### src/rtl/apb_ucpd_rx_dec.sv
// UCPD receive decoder: preamble, ordered-set (SOP / Hard Reset / Cable Reset) and 4b5b data/EOP decoding.
// Build option: define UCPD_ORDSET_3OF4_EN to accept an ordered set when 3 of its 4 K-code slots match.
module apb_ucpd_rx_dec (
  input  logic       ic_clk,
  input  logic       ic_rst_n,
  input  logic       ucpden,
  input  logic       rx_en,
  input  logic       rx_bit,
  input  logic       rx_bit_vld,
  output logic       rx_pre_cmplt,
  output logic       rx_sop_cmplt,
  output logic       hrst_vld,
  output logic       crst_vld,
  output logic       rx_ordset_vld,
  output logic [7:0] rx_byte,
  output logic       rx_byte_vld,
  output logic       eop_ok,
  output logic       rx_err
);

  localparam logic [4:0] K_SYNC1 = 5'b11000;
  localparam logic [4:0] K_SYNC2 = 5'b10001;
  localparam logic [4:0] K_SYNC3 = 5'b00110;
  localparam logic [4:0] K_RST1  = 5'b00111;
  localparam logic [4:0] K_RST2  = 5'b11001;
  localparam logic [4:0] K_EOP   = 5'b01101;

  // Slot 0 (low bits) is the first K-code received.
  localparam logic [19:0] OS_SOP  = {K_SYNC2, K_SYNC1, K_SYNC1, K_SYNC1};
  localparam logic [19:0] OS_HRST = {K_RST2,  K_RST1,  K_RST1,  K_RST1};
  localparam logic [19:0] OS_CRST = {K_SYNC3, K_RST1,  K_SYNC1, K_RST1};

  localparam logic [8:0] MAX_BYTES = 9'd262;

  typedef enum logic [1:0] {IDLE, PRE, ORDSET, DATA} state_t;

  state_t      state;
  logic [5:0]  pre_cnt;
  logic        pre_last;
  logic [19:0] os_sr;
  logic [3:0]  sym_sr;
  logic [2:0]  bit_cnt;
  logic        sym_odd;
  logic [3:0]  low_nib;
  logic [8:0]  byte_cnt;

  logic [19:0] os_sr_nx;
  logic [4:0]  sym_nx;
  logic [4:0]  dec;
  logic        hr_hit, cr_hit, sop_hit;

  function automatic logic os_match(input logic [19:0] win, input logic [19:0] ks);
    logic [2:0] n;
    n = 3'd0;
    for (int i = 0; i < 4; i++)
      n = n + ((win[5*i +: 5] == ks[5*i +: 5]) ? 3'd1 : 3'd0);
`ifdef UCPD_ORDSET_3OF4_EN
    return (n >= 3'd3);
`else
    return (n == 3'd4);
`endif
  endfunction

  // Returns {valid, nibble}; valid=0 for any non-data symbol.
  function automatic logic [4:0] dec_4b5b(input logic [4:0] s);
    case (s)
      5'b11110: return 5'h10;
      5'b01001: return 5'h11;
      5'b10100: return 5'h12;
      5'b10101: return 5'h13;
      5'b01010: return 5'h14;
      5'b01011: return 5'h15;
      5'b01110: return 5'h16;
      5'b01111: return 5'h17;
      5'b10010: return 5'h18;
      5'b10011: return 5'h19;
      5'b10110: return 5'h1A;
      5'b10111: return 5'h1B;
      5'b11010: return 5'h1C;
      5'b11011: return 5'h1D;
      5'b11100: return 5'h1E;
      5'b11101: return 5'h1F;
      default:  return 5'h00;
    endcase
  endfunction

  assign os_sr_nx = {rx_bit, os_sr[19:1]};
  assign sym_nx   = {rx_bit, sym_sr};
  assign dec      = dec_4b5b(sym_nx);
  assign hr_hit   = os_match(os_sr_nx, OS_HRST);
  assign cr_hit   = os_match(os_sr_nx, OS_CRST);
  assign sop_hit  = os_match(os_sr_nx, OS_SOP);

  always_ff @(posedge ic_clk or negedge ic_rst_n) begin
    if (!ic_rst_n) begin
      state         <= IDLE;
      pre_cnt       <= '0;
      pre_last      <= 1'b0;
      os_sr         <= '0;
      sym_sr        <= '0;
      bit_cnt       <= '0;
      sym_odd       <= 1'b0;
      low_nib       <= '0;
      byte_cnt      <= '0;
      rx_pre_cmplt  <= 1'b0;
      rx_sop_cmplt  <= 1'b0;
      hrst_vld      <= 1'b0;
      crst_vld      <= 1'b0;
      rx_ordset_vld <= 1'b0;
      rx_byte       <= 8'h00;
      rx_byte_vld   <= 1'b0;
      eop_ok        <= 1'b0;
      rx_err        <= 1'b0;
    end else begin
      rx_pre_cmplt <= 1'b0;
      rx_sop_cmplt <= 1'b0;
      hrst_vld     <= 1'b0;
      crst_vld     <= 1'b0;
      rx_byte_vld  <= 1'b0;
      eop_ok       <= 1'b0;
      rx_err       <= 1'b0;
      if (!(ucpden && rx_en)) begin
        state    <= IDLE;
        pre_cnt  <= '0;
        os_sr    <= '0;
        sym_sr   <= '0;
        bit_cnt  <= '0;
        sym_odd  <= 1'b0;
        byte_cnt <= '0;
        // A reset ordered set already parked in IDLE keeps its flag until the next frame.
        if (state != IDLE) rx_ordset_vld <= 1'b0;
      end else if (rx_bit_vld) begin
        case (state)
          IDLE: begin
            state         <= PRE;
            pre_cnt       <= 6'd1;
            pre_last      <= rx_bit;
            rx_ordset_vld <= 1'b0;
          end
          PRE: begin
            pre_last <= rx_bit;
            if (rx_bit == pre_last) begin
              pre_cnt <= 6'd1;
            end else if (pre_cnt == 6'd19) begin
              pre_cnt      <= '0;
              rx_pre_cmplt <= 1'b1;
              os_sr        <= '0;
              state        <= ORDSET;
            end else begin
              pre_cnt <= pre_cnt + 6'd1;
            end
          end
          ORDSET: begin
            os_sr <= os_sr_nx;
            if (hr_hit) begin
              hrst_vld      <= 1'b1;
              rx_ordset_vld <= 1'b1;
              state         <= IDLE;
            end else if (cr_hit) begin
              crst_vld      <= 1'b1;
              rx_ordset_vld <= 1'b1;
              state         <= IDLE;
            end else if (sop_hit) begin
              rx_sop_cmplt  <= 1'b1;
              rx_ordset_vld <= 1'b1;
              bit_cnt       <= '0;
              sym_sr        <= '0;
              sym_odd       <= 1'b0;
              byte_cnt      <= '0;
              state         <= DATA;
            end
          end
          DATA: begin
            if (bit_cnt != 3'd4) begin
              sym_sr  <= {rx_bit, sym_sr[3:1]};
              bit_cnt <= bit_cnt + 3'd1;
            end else begin
              bit_cnt <= '0;
              if (sym_nx == K_EOP) begin
                eop_ok        <= 1'b1;
                rx_err        <= sym_odd;
                rx_ordset_vld <= 1'b0;
                state         <= IDLE;
              end else if (!dec[4]) begin
                rx_err        <= 1'b1;
                rx_ordset_vld <= 1'b0;
                state         <= IDLE;
              end else if (!sym_odd) begin
                low_nib <= dec[3:0];
                sym_odd <= 1'b1;
              end else begin
                sym_odd <= 1'b0;
                // byte_cnt stops at the limit, which is where the frame is cut off.
                if (byte_cnt == MAX_BYTES) begin
                  rx_err        <= 1'b1;
                  rx_ordset_vld <= 1'b0;
                  state         <= IDLE;
                end else begin
                  rx_byte     <= {dec[3:0], low_nib};
                  rx_byte_vld <= 1'b1;
                  byte_cnt    <= byte_cnt + 9'd1;
                end
              end
            end
          end
          default: state <= IDLE;
        endcase
      end
    end
  end

endmodule

### config.mk
export PLATFORM = sky130hd
export DESIGN_NAME = apb_ucpd_rx_dec
export DESIGN_NICKNAME = d
export VERILOG_FILES = /design/src/rtl/apb_ucpd_rx_dec.sv
export SDC_FILE = /design/constraint.sdc
export NUM_CORES = 1
export LEC_CHECK = 0
export CORE_MARGIN = 5
export CORE_UTILIZATION = 55
export DETAILED_ROUTE_END_ITERATION = 8
export PLACE_DENSITY = 0.75
export SYNTH_ARGS = -nofsm -noshare
export SYNTH_HDL_FRONTEND = slang
export SYNTH_SLANG_ARGS = --single-unit
### constraint.sdc
create_clock -name ic_clk -period 8.3 [get_ports ic_clk]
set_clock_uncertainty 0.05 [all_clocks]
set_input_delay 1.66 -clock ic_clk [delete_from_list [all_inputs] [get_ports ic_clk]]
set_output_delay 1.66 -clock ic_clk [all_outputs]
set_load 0.05 [all_outputs]
-- After elaboration in Yosys (flattened, before gate mapping)
Memory sizes are Yosys's and may differ from the RTL's.
Index checks and enable logic that the tools add are counted.
- add/sub/neg operators: 12
- eq/ne operators: 39
- muxes and demuxes: 120
- bitwise logic cells: 4
- reduce and logical (&&, ||, !) cells: 16
- operator list (kind ; count):
    9-bit two-way mux ; 10
    20-bit two-way mux ; 4
    1-bit two-way mux ; 70
    20-bit case mux with 2 select lines ; 1
    3-bit != test (second input constant) ; 12
    5-bit == test (second input constant) ; 5
    2-bit two-way mux ; 12
    4-bit two-way mux ; 6
    6-bit two-way mux ; 4
    7-bit AND reduction ; 3
    5-bit by 3-bit == test with 1-bit output (second input constant) ; 4
    3-bit two-way mux ; 6
    9-bit case mux with 2 select lines ; 1
    8-bit AND reduction ; 2
    3-bit by 1-bit adder with 3-bit output ; 5
    5-bit != test (second input constant) ; 3
    6-bit case mux with 2 select lines ; 1
    10-bit AND reduction ; 1
    9-bit by 1-bit adder with 9-bit output (second input constant) ; 1
    3-bit == test (second input constant) ; 3
    9-bit == test (second input constant) ; 1
    3-bit by 1-bit != test with 1-bit output (second input constant) ; 3
    2-bit case mux with 4 select lines ; 1
    4-bit case mux with 2 select lines ; 1
    26 further kinds ; 31
- bits in registers: 66
- ROM bits: 160
- input port bits: 6
- output and inout port bits: 16
- word-level logic and storage cells: 210
- memories: 1
- memory list (memory ; words ; width ; read ports ; clocked after Yosys merged registers in ; write ports ; line ; RTL):
    (no name shown) ; 32 ; 5 ; 1 ; 0 ; 0 ; 66 ; case (s)

-- Logic depth before layout (Yosys ltp)
Gate-level depths: netlist of run 1.
- word-level depth: 12
- mapped depth: 13
- gate-level depth less buffers: 11

-- Least setup slack after synthesis of run 1
No wires, ideal clock.
- path type: input port to flip-flop
- start: input rx_bit
- end: register bit_cnt[1]
- library setup time: 126 ps
- arrival: 4700 ps
- data required time: 8124 ps
- setup slack: 3423 ps
- stages: 13
- path through: buf_4 clkbuf_1 or4_1 fa_1 inv_1 ha_1 ha_1 or3b_1 and2_1 a221o_2 buf_6 nand4_1 o21ai_0
- word-level cells in the longest chain between the ends: 6
- elaborated cells between the ends (all ways): 16
- ends and longest elaborated chain (element ; line ; RTL):
    from (decl) ; 8 ; input logic rx_bit,
    5-bit == test / 5-bit by 3-bit == test with 1-bit output (equally long branches) ; 56 ; n = n + ((win[5*i +: 5] == ks[5*i +: 5]) ? 3'd1 : 3'd0);
    1-bit two-way mux ; 56 ;
    3-bit by 1-bit adder with 3-bit output ; 56 ;
    3-bit == test ; 60 ; return (n == 3'd4);
    3-bit != test (no source line) ; - ;
    5-bit AND reduction (no source line) (*) ; - ;
    to (signal assigned) ; 176 ; bit_cnt <= bit_cnt + 3'd1;
    to (decl) ; 42 ; logic [2:0] bit_cnt;
Mark *: on every way between the ends. The rest lies on a longest branch, timed or not.
A chain may end at the register's enable or synchronous reset.

-- Worst setup path in the final report of run 1
- start: input rx_bit
- end: register sym_sr[1]
- word-level cells in the longest chain between the ends: 6
- elaborated cells between the ends (all ways): 16
- ends and longest elaborated chain (element ; line ; RTL):
    5-bit == test / 5-bit by 3-bit == test with 1-bit output (equally long branches) ; 56 ;
    1-bit two-way mux ; 56 ;
    3-bit by 1-bit adder with 3-bit output ; 56 ;
    3-bit == test ; 60 ;
    3-bit != test (no source line) ; - ;
    6-bit AND reduction (no source line) (*) ; - ;
    to (signal assigned) ; 175 ; sym_sr <= {rx_bit, sym_sr[3:1]};
    to (decl) ; 41 ; logic [3:0] sym_sr;
Marks and branches as above.

==> impl_metrics.py, run 1 <==
metrics = {
    "status": {
        "outcome": "finished, final reports clean",
    },
    "floorplanning": {
        "num_rows": 29,
        "fp.dieW_um": 91.2,
        "start_util_pct": 56.8,
        "fp.coreArea_um2": 6390,
        "ios": 22,
        "die_h_um": 91.2,
        "dieArea_um2": 8320,
    },
    "synth": {
        "yosysWarnings": 0,
        "synth-edff-count": 0,
        "ys_ff_latch": 65,
        "synth-main-ff-cell": "dfrtp_1",
        "synth_area_per_cell_um2": 9.88,
        "ys_seq_area_share_pct": 44.9,
        "syn-cell-area_um2": 3630,
        "syn_inst": 367,
        "async_flop_share_pct": 100,
        "ys_types": 59,
        "syn_nets": 395,
    },
    "clocking": {
        "cts_tree": "yes",
        "cts_max_level": 3,
        "cts-root-buf": "clkbuf_8",
        "cts_buffer_depth": 2,
        "insertion_delay_ns": 0.34,
        "path_clk_slew_ns": 0.07,
        "cts_setup_buffers": 0,
        "numCtsBuffers": 9,
        "cts_sinks": 65,
        "cts_hold_buffers": 0,
        "ctsResizeCount": 0,
    },
    "worst_hold_path": {
        "worstHoldPathType": "register to register",
    },
    "sta": {
        "rsz0062_at_grt": "false",
        "timing.final.crit_share_pct": 67.9,
        "final-hold-violation-count": 0,
        "fin_setup_tns_ns": 0,
        "fmax_mhz": 177,
        "whs_ns": 0.454,
        "final.min_clock_period_ns": 5.64,
        "drv_slew": 0,
        "tightest_slew_ns": 1.09,
        "final-setup-viol-count": 0,
        "timing.slew.headroom_pct": 27.6,
    },
    "pwr": {
        "ir_drop_mv": 0.0900,
        "power_leakage_nw": 1.81,
        "powerDensity_nw_per_um2": 164,
    },
    "final_layout": {
        "area_delta_synth_final_pct": 10.7,
        "drive_gt1_share_pct": 12.6,
        "final_nets": 412,
        "antennaDiodeCount": 0,
    },
    "routing": {
        "final_antenna_net_count": 0,
        "vias": 2713,
        "drtIter0Drc": 138,
        "dr.pass1.iters": 4,
        "wl_per_cell_um": 15.4,
        "drc": 0,
        "wirelength_um": 7190,
        "avgViaCountPerCell": 5.82,
    },
    "placed_design": {
        "io_buffers": 21,
        "gp_routability_congestion": 0.871,
        "dp_hpwl_um": 4950,
    },
    "flow_run": {
        "max_cap_violations": 0,
    },
    "global_route": {
        "grt_max_degree": 66,
        "grt_pass1_wl_um": 12600,
        "track_usage_pct": 18.4,
        "grt_pass1_vias": 2670,
        "antenna_found_initial": 0,
        "gr-total-overflow": 0,
    },
    "critical_path": {
        "arrival_ns": 5.85,
        "cp.required_ns": 8.51,
        "cp_max_fo": 18,
        "path_class": "input port to register",
        "start_kind": "input port",
        "crit_path_end_kind": "register",
    },
}
==> worst paths after layout <==
check                           cells past startpoint        from    endpoint  slack [ns]
worst min-delay path                                1  bit_cnt[2]  bit_cnt[2]        0.45
min in group asynchronous                           2    ic_rst_n  pre_cnt[5]        1.44
worst max-delay path                               11      rx_bit   sym_sr[1]        2.66
max in group asynchronous                           2    ic_rst_n  rx_byte[1]        6.23
worst min register to register                      1  bit_cnt[2]  bit_cnt[2]        0.45
worst max register to register                      9    os_sr[7]   sym_sr[1]        4.36
==> cells by family (layout without fill, tap and decap cells) <==
logic type,Yosys count,count (layout),share of synthesized area [%]
AOI/OAI and AO/OA,84,84,16.0
xor gates and xnor gates,5,5,1.21
adders and majority gates,22,22,8.21
buffers and inverters,33,55,4.52
DFF,65,65,44.9
muxes,17,17,5.11
and+or+nand+nor,141,141,20.1
==> state kept, by name, indices dropped and copies added, names as in the netlist, 2 cells and up <==
register and flops:
low_nib 4, os_sr 19, byte_cnt 9, sym_sr 4, state 2, rx_byte 8
bit_cnt 3, pre_cnt 6
==> critical path, stage by stage <==
cell	delay, ns
clkdlybuf4s50_1	0.87
nor4bb_1	0.39
nor2b_1	0.21
fa_1	0.44
ha_1	0.22
ha_1	0.27
nor3b_1	0.46
a31oi_1	0.18
nor3b_2	0.74
nand2_1	0.21
o2bb2ai_1	0.18
==> power by group <==
part | internal, mW | switching (mW) | total (mW)
logic | 0.0259 | 0.0574 | 0.0833
registers | 0.324 | 0.00761 | 0.332
clock network | 0.124 | 0.120 | 0.243
==> placed cells by master, fill, tap and decap left out, drive strengths merged, types with 3 or more instances in the layout <==
cell / instances
nand4b: 3
o2bb2ai: 3
clkbuf: 13
o21a: 4
o21ai: 32
and3: 10
xor2: 5
nor3b: 4
a32o: 3
nand4: 8
clkdlybuf4s50: 20
and2: 6
fa: 3
a31oi: 12
nand2: 64
clkinv: 3
a21oi: 9
dfrtp: 65
nor4: 3
mux2: 12
nor3: 4
mux2i: 5
nor2b: 6
nand3: 6
ha: 19
inv: 17
nor2: 19
a21o: 5
==> cells in the mapped netlist, types with 4 or more instances <==
master	number	area share (%)
mux2_2	12	3.7
mux2i_1	5	1.4
nor2b_1	6	1.0
nand4_1	8	1.4
a21oi_1	9	1.2
nand3_1	6	0.83
dfrtp_1	65	45
nor2_1	18	1.9
a31oi_1	11	1.9
nand2_1	64	6.6
and3_1	7	1.2
ha_1	19	6.6
xor2_1	5	1.2
buf_4	4	0.83
inv_1	17	1.8
o21a_1	4	0.83
and2_1	5	0.86
o21ai_0	30	4.1
clkbuf_1	7	0.72
==> stage by stage <==
stage | power [mW] | std cells | area [um^2] | setup slack (ns) | util (%)
2_1_floorplan | 0.397 | 367 | 3630 | 3.42 | -
3_3_place_gp | 0.419 | 450 | 3840 | 2.63 | 60.1
3_5_place_dp | 0.420 | 450 | 3840 | 2.30 | 60.1
4_1_cts | 0.662 | 466 | 4010 | 2.69 | 62.9
5_1_grt | 0.691 | 466 | 4010 | 2.25 | 62.9
6_report | 0.658 | 466 | 4010 | 2.66 | 62.9
==> layer usage <==
metal	global-route usage, %	vias up	wire length [um]
li1	-	1344	-
met1	24.7	1320	3380
met2	29.4	36	3500
met3	3.31	13	181
met4	7.33	0	123
met5	0	-	0
==> cell type report <==
type | count | area [um^2]
Sequential cell | 65 | 1630
Timing Repair Buffer | 22 | 213
Multi-Input combinational cell | 269 | 1840
Inverter | 17 | 63.8
Clock inverter | 3 | 15.0
Clock buffer | 13 | 159
Fill cell | 517 | 2370
Tap cell | 77 | 96.3
Power figures use the tool's default switching activity.
==> inputs of run 2 (changes only) <==
==> constraint.sdc (replaced) <==
create_clock -name ic_clk -period 5.7 [get_ports ic_clk]
set_clock_uncertainty 0.05 [all_clocks]
set_input_delay 1.14 -clock ic_clk [delete_from_list [all_inputs] [get_ports ic_clk]]
set_output_delay 1.14 -clock ic_clk [all_outputs]
set_load 0.05 [all_outputs]
==> run 2 against run 1 <==
  * Total power increased by 58%
  * Critical path depth unchanged
  * Sequential power increased by 45%
  * Highest routed layer unchanged
  * Combinational power increased by 45%
  * Final area increased by 1.4%
  * Register-to-register slack got worse by 2.2 ns
  * Clock power increased by 80%
  * Utilization increased by 0.88 points
  * Final cell count increased by 0.43%
  * Sequential share of layout area decreased by 0.56 points
  * Wire length increased by 0.40%
==> impl_metrics.py, run 2 (same netlist as run 1, synthesis figures left out) <==
metrics = {
    "clocking": {
        "cts_sinks": 65,
        "insertion_delay_ns": 0.34,
        "cts_tree": "yes",
        "cts_buffer_depth": 2,
        "ctsResizeCount": 0,
        "cts_max_level": 3,
        "path_clk_slew_ns": 0.08,
        "cts_hold_buffers": 0,
        "cts_setup_buffers": 0,
        "cts-root-buf": "clkbuf_8",
        "numCtsBuffers": 9,
    },
    "routing": {
        "wirelength_um": 7220,
        "wl_per_cell_um": 15.4,
        "avgViaCountPerCell": 5.86,
        "vias": 2742,
        "drtIter0Drc": 154,
        "final_antenna_net_count": 0,
        "dr.pass1.iters": 4,
        "drc": 0,
    },
    "pwr": {
        "power_leakage_nw": 1.84,
        "ir_drop_mv": 0.156,
        "p_total_mw": 1.04,
        "powerDensity_nw_per_um2": 256,
    },
    "sta": {
        "drv_slew": 0,
        "fmax_mhz": 226,
        "tightest_slew_ns": 1.09,
        "timing.slew.headroom_pct": 27.3,
        "timing.final.crit_share_pct": 77.7,
        "final-setup-viol-count": 0,
        "final-hold-violation-count": 0,
        "rsz0062_at_grt": "false",
        "fin_setup_tns_ns": 0,
        "final.min_clock_period_ns": 4.43,
    },
    "final_layout": {
        "final_cell_mix": "dfrtp_1, nand2_1, o21ai_0, clkdlybuf4s50_1, ha_1",
        "fin_util_pct": 63.7,
        "fillerInstances": 541,
        "regMostFlops": "os_sr",
        "final_common_cell": "dfrtp_1",
        "antennaDiodeCount": 0,
        "area_delta_synth_final_pct": 12.2,
        "largest_reg_flops": 19,
        "reg_top3": "os_sr: 19 flops, byte_cnt: 9 flops, rx_byte: 8 flops",
        "drive_gt1_share_pct": 13.0,
        "final_nets": 414,
    },
    "floorplanning": {
        "start_util_pct": 56.8,
        "num_rows": 29,
        "fp.dieW_um": 91.2,
        "fp.coreArea_um2": 6390,
        "die_h_um": 91.2,
        "ios": 22,
        "dieArea_um2": 8320,
    },
    "worst_hold_path": {
        "hold_depth": 1,
        "worstHoldPathType": "register to register",
    },
    "placed_design": {
        "io_buffers": 21,
        "gp_routability_congestion": 0.922,
        "dp_hpwl_um": 4980,
    },
    "critical_path": {
        "crit_slowest_cell": "or4_1",
        "path_common_cell": "ha_1",
        "cp.required_ns": 5.92,
        "cp_cell_sequence": "clkdlybuf4s50_1 -> or4_1 -> fa_1 -> inv_1 -> ha_1 -> ha_1 -> or3b_1 -> and2_1 -> a221o_2 -> o21ai_0 -> a32o_1",
        "start_kind": "input port",
        "cp_max_fo": 11,
        "path_depth": 11,
        "arrival_ns": 4.65,
        "path_buf_inv": 2,
        "crit_path_end_kind": "register",
        "worstRegToRegCells": 9,
        "slowest_delay_ns": 0.55,
        "path_class": "input port to register",
        "critPathTopFamily": "simple AND/OR/NAND/NOR gates",
        "r2r_setup_slack_ns": 2.12,
    },
    "status": {
        "outcome": "finished, final reports clean",
    },
    "global_route": {
        "grt_max_degree": 66,
        "top_usage_layer": "met2",
        "grt_pass1_wl_um": 12500,
        "grt_use_met1_pct": 25.1,
        "grt_pass1_vias": 2603,
        "gr-total-overflow": 0,
        "track_usage_pct": 18.3,
        "grt.met3_usage_pct": 3.55,
        "grt_use_met2_pct": 27.6,
        "antenna_found_initial": 0,
    },
    "flow_run": {
        "max_cap_violations": 0,
    },
}
==> run 2: changes by cell type in the layout (fill, tap and decap cells not counted), sizes merged <==
cell    before  now
bufinv       0    2
buf          2    4
clkbuf      13   11
==> run 2: final timing paths <==
path / start / end
worst max register to register: os_sr[7] / sym_sr[3]
max in group asynchronous: ic_rst_n / byte_cnt[3]
worst max-delay path: rx_bit / sym_sr[3]
min in group asynchronous: ic_rst_n / pre_cnt[4]
worst min register to register: byte_cnt[8] / byte_cnt[8]
worst min-delay path: byte_cnt[8] / byte_cnt[8]
==> run 2: layer usage <==
layer / part of all wire [%] / up-vias
li1: - / 1345
met1: 45 / 1317
met2: 47 / 64
met3: 5.1 / 16
met4: 2.4 / 0
met5: 0 / -
==> run 2: layout make-up <==
| class | instances | area [um^2] | share of cell area (%) |
|---|---|---|---|
| clock buffer | 11 | 141 | 3.47 |
| clock inverter | 5 | 78.8 | 1.94 |
| inverter | 17 | 63.8 | 1.57 |
| multi-input combinational | 269 | 1840 | 45.1 |
| sequential | 65 | 1630 | 40.0 |
| tap | 77 | 96.3 | 2.37 |
| timing repair buffer | 24 | 228 | 5.59 |
==> run 2: power breakdown <==
group	internal, mW	total, mW	switching, mW
Clock	0.258	0.437	0.179
Sequential	0.472	0.483	0.0109
Combinational	0.0380	0.121	0.0834
Total	0.768	1.04	0.274
==> run 2: through the flow <==
step	hold slack (ns)	setup WS, ns	cell area, um^2	instances
after floorplan	0.401	1.34	3630	367
after CTS	0.436	1.28	4070	468
after global placement	0.420	1.01	3850	452
after global routing	0.476	1.10	4070	468
final	0.437	1.27	4070	468
after detailed placement	0.425	0.935	3850	452
==> inputs of run 3 (changes only) <==
==> constraint.sdc (replaced) <==
create_clock -name ic_clk -period 4.2 [get_ports ic_clk]
set_clock_uncertainty 0.05 [all_clocks]
set_input_delay 0.84 -clock ic_clk [delete_from_list [all_inputs] [get_ports ic_clk]]
set_output_delay 0.84 -clock ic_clk [all_outputs]
set_load 0.05 [all_outputs]
==> run 3 against run 2 <==
  * Final cell count up 1.9%
  * Total power up 39%
  * Setup slack worse by 1.0 ns
  * Critical path type unchanged
==> impl_metrics.py, run 3 (same netlist as run 1, synthesis figures left out) <==
metrics = {
    "critical_path": {
        "rr_startpoint": "os_sr[16]",
        "r2r_end": "state[0]",
        "cp-startpoint": "rx_bit",
        "start_kind": "input port",
        "path_class": "input port to register",
        "worstRegToRegCells": 10,
        "cp.required_ns": 4.38,
        "cp_max_fo": 3,
        "crit_path_end": "state[0]",
        "crit_path_end_kind": "register",
        "r2r_setup_slack_ns": 0.78,
        "arrival_ns": 4.12,
    },
    "pwr": {
        "ir_drop_mv": 0.270,
        "p_total_mw": 1.45,
        "power_leakage_nw": 1.90,
        "powerDensity_nw_per_um2": 349,
    },
    "clocking": {
        "cts_buffer_depth": 2,
        "numCtsBuffers": 9,
        "path_clk_slew_ns": 0.07,
        "cts_sinks": 65,
        "cts_setup_buffers": 0,
        "cts-root-buf": "clkbuf_8",
        "cts_hold_buffers": 0,
        "cts_tree": "yes",
        "ctsResizeCount": 0,
        "insertion_delay_ns": 0.35,
        "cts_max_level": 3,
    },
    "sta": {
        "fmax_mhz": 254,
        "final-setup-viol-count": 0,
        "drv_slew": 0,
        "final-hold-violation-count": 0,
        "rsz0062_at_grt": "false",
        "timing.final.crit_share_pct": 93.7,
        "final.min_clock_period_ns": 3.94,
        "tightest_slew_ns": 1.13,
        "layout_setup_ws_ns": 0.264,
        "timing.slew.headroom_pct": 24.7,
        "whs_ns": 0.435,
    },
    "placed_design": {
        "place_ws_ns": -0.0916,
        "dpl_cell_area_um2": 3920,
        "io_buffers": 21,
        "place_inst": 461,
        "dp_hpwl_um": 5090,
        "gp_routability_congestion": 0.853,
    },
    "global_route": {
        "grt_max_degree": 39,
        "grt_pass1_vias": 2739,
        "gr-total-overflow": 0,
        "grt_pass1_wl_um": 13100,
        "antenna_found_initial": 0,
        "track_usage_pct": 19.2,
    },
    "final_layout": {
        "stdcell_count": 477,
        "antennaDiodeCount": 0,
        "final_cell_mix": "dfrtp_1, nand2_1, o21ai_0, clkdlybuf4s50_1, ha_1",
        "drive_gt1_share_pct": 15.5,
        "final_nets": 423,
        "final_common_cell": "dfrtp_1",
        "area_delta_synth_final_pct": 14.8,
        "largest_reg_flops": 19,
        "final_cell_area_um2": 4160,
        "fillerInstances": 501,
        "regMostFlops": "os_sr",
        "reg_top3": "os_sr: 19 flops, byte_cnt: 9 flops, rx_byte: 8 flops",
    },
    "flow_run": {
        "max_cap_violations": 0,
    },
    "routing": {
        "wirelength_um": 7260,
        "drc": 0,
        "final_antenna_net_count": 0,
        "dr.pass1.iters": 4,
        "vias": 2796,
        "wl_per_cell_um": 15.2,
        "avgViaCountPerCell": 5.86,
        "drtIter0Drc": 194,
    },
    "floorplanning": {
        "num_rows": 29,
        "start_util_pct": 56.8,
        "dieArea_um2": 8320,
        "ios": 22,
        "fp.coreArea_um2": 6390,
        "die_h_um": 91.2,
        "fp.dieW_um": 91.2,
    },
    "status": {
        "outcome": "finished, final reports clean",
    },
    "worst_hold_path": {
        "worstHoldPathType": "register to register",
    },
}
## run 3: worst max-delay path, stage by stage
cell and delay [ns]:
clkdlybuf4s50_1 0.44, or4_1 0.53, fa_1 0.49, inv_1 0.04, ha_1 0.18, ha_1 0.26
or3b_1 0.41, nand3_1 0.14, o22ai_1 0.13, nor3_1 0.28, mux2_2 0.37
## run 3: worst min path at each step
stage                      from           to  slack (ns)  cells past startpoint
finish              byte_cnt[8]  byte_cnt[8]        0.43                      1
global route        byte_cnt[8]  byte_cnt[8]        0.45                      1
CTS                 byte_cnt[8]  byte_cnt[8]        0.44                      1
detailed placement  byte_cnt[8]  byte_cnt[8]        0.43                      1
global placement    byte_cnt[8]  byte_cnt[8]        0.41                      1
floorplan           byte_cnt[8]  byte_cnt[8]        0.40                      1
## run 3: through the flow
step	TNS [ns]	util, %
2_1_floorplan	0	-
3_3_place_gp	-0.0963	61.3
3_5_place_dp	-0.756	61.3
4_1_cts	0	65.1
5_1_grt	0	65.2
6_report	0	65.2
## run 3: report_power, final
| group | internal [mW] | switching, mW |
|---|---|---|
| Combinational | 0.0587 | 0.113 |
| Clock | 0.383 | 0.241 |
| Sequential | 0.641 | 0.0150 |
| Total | 1.08 | 0.369 |
## run 3: layout make-up
type	count	area, um^2	area share [%]
clock inverters	4	73.8	1.77
multi-input cells	269	1840	44.2
clock buffers	12	165	3.97
repair buffers	33	295	7.10
inverters	17	63.8	1.53
well taps	77	96.3	2.32
flip-flops and latches	65	1630	39.1
## run 3: per-layer routing
layer / up-vias / track usage, % / part of all wire, %
li1: 1366 / - / -
met1: 1369 / 25.5 / 45
met2: 47 / 30.7 / 50
met3: 14 / 3.72 / 3.1
met4: 0 / 8.19 / 1.8
met5: - / 0 / 0
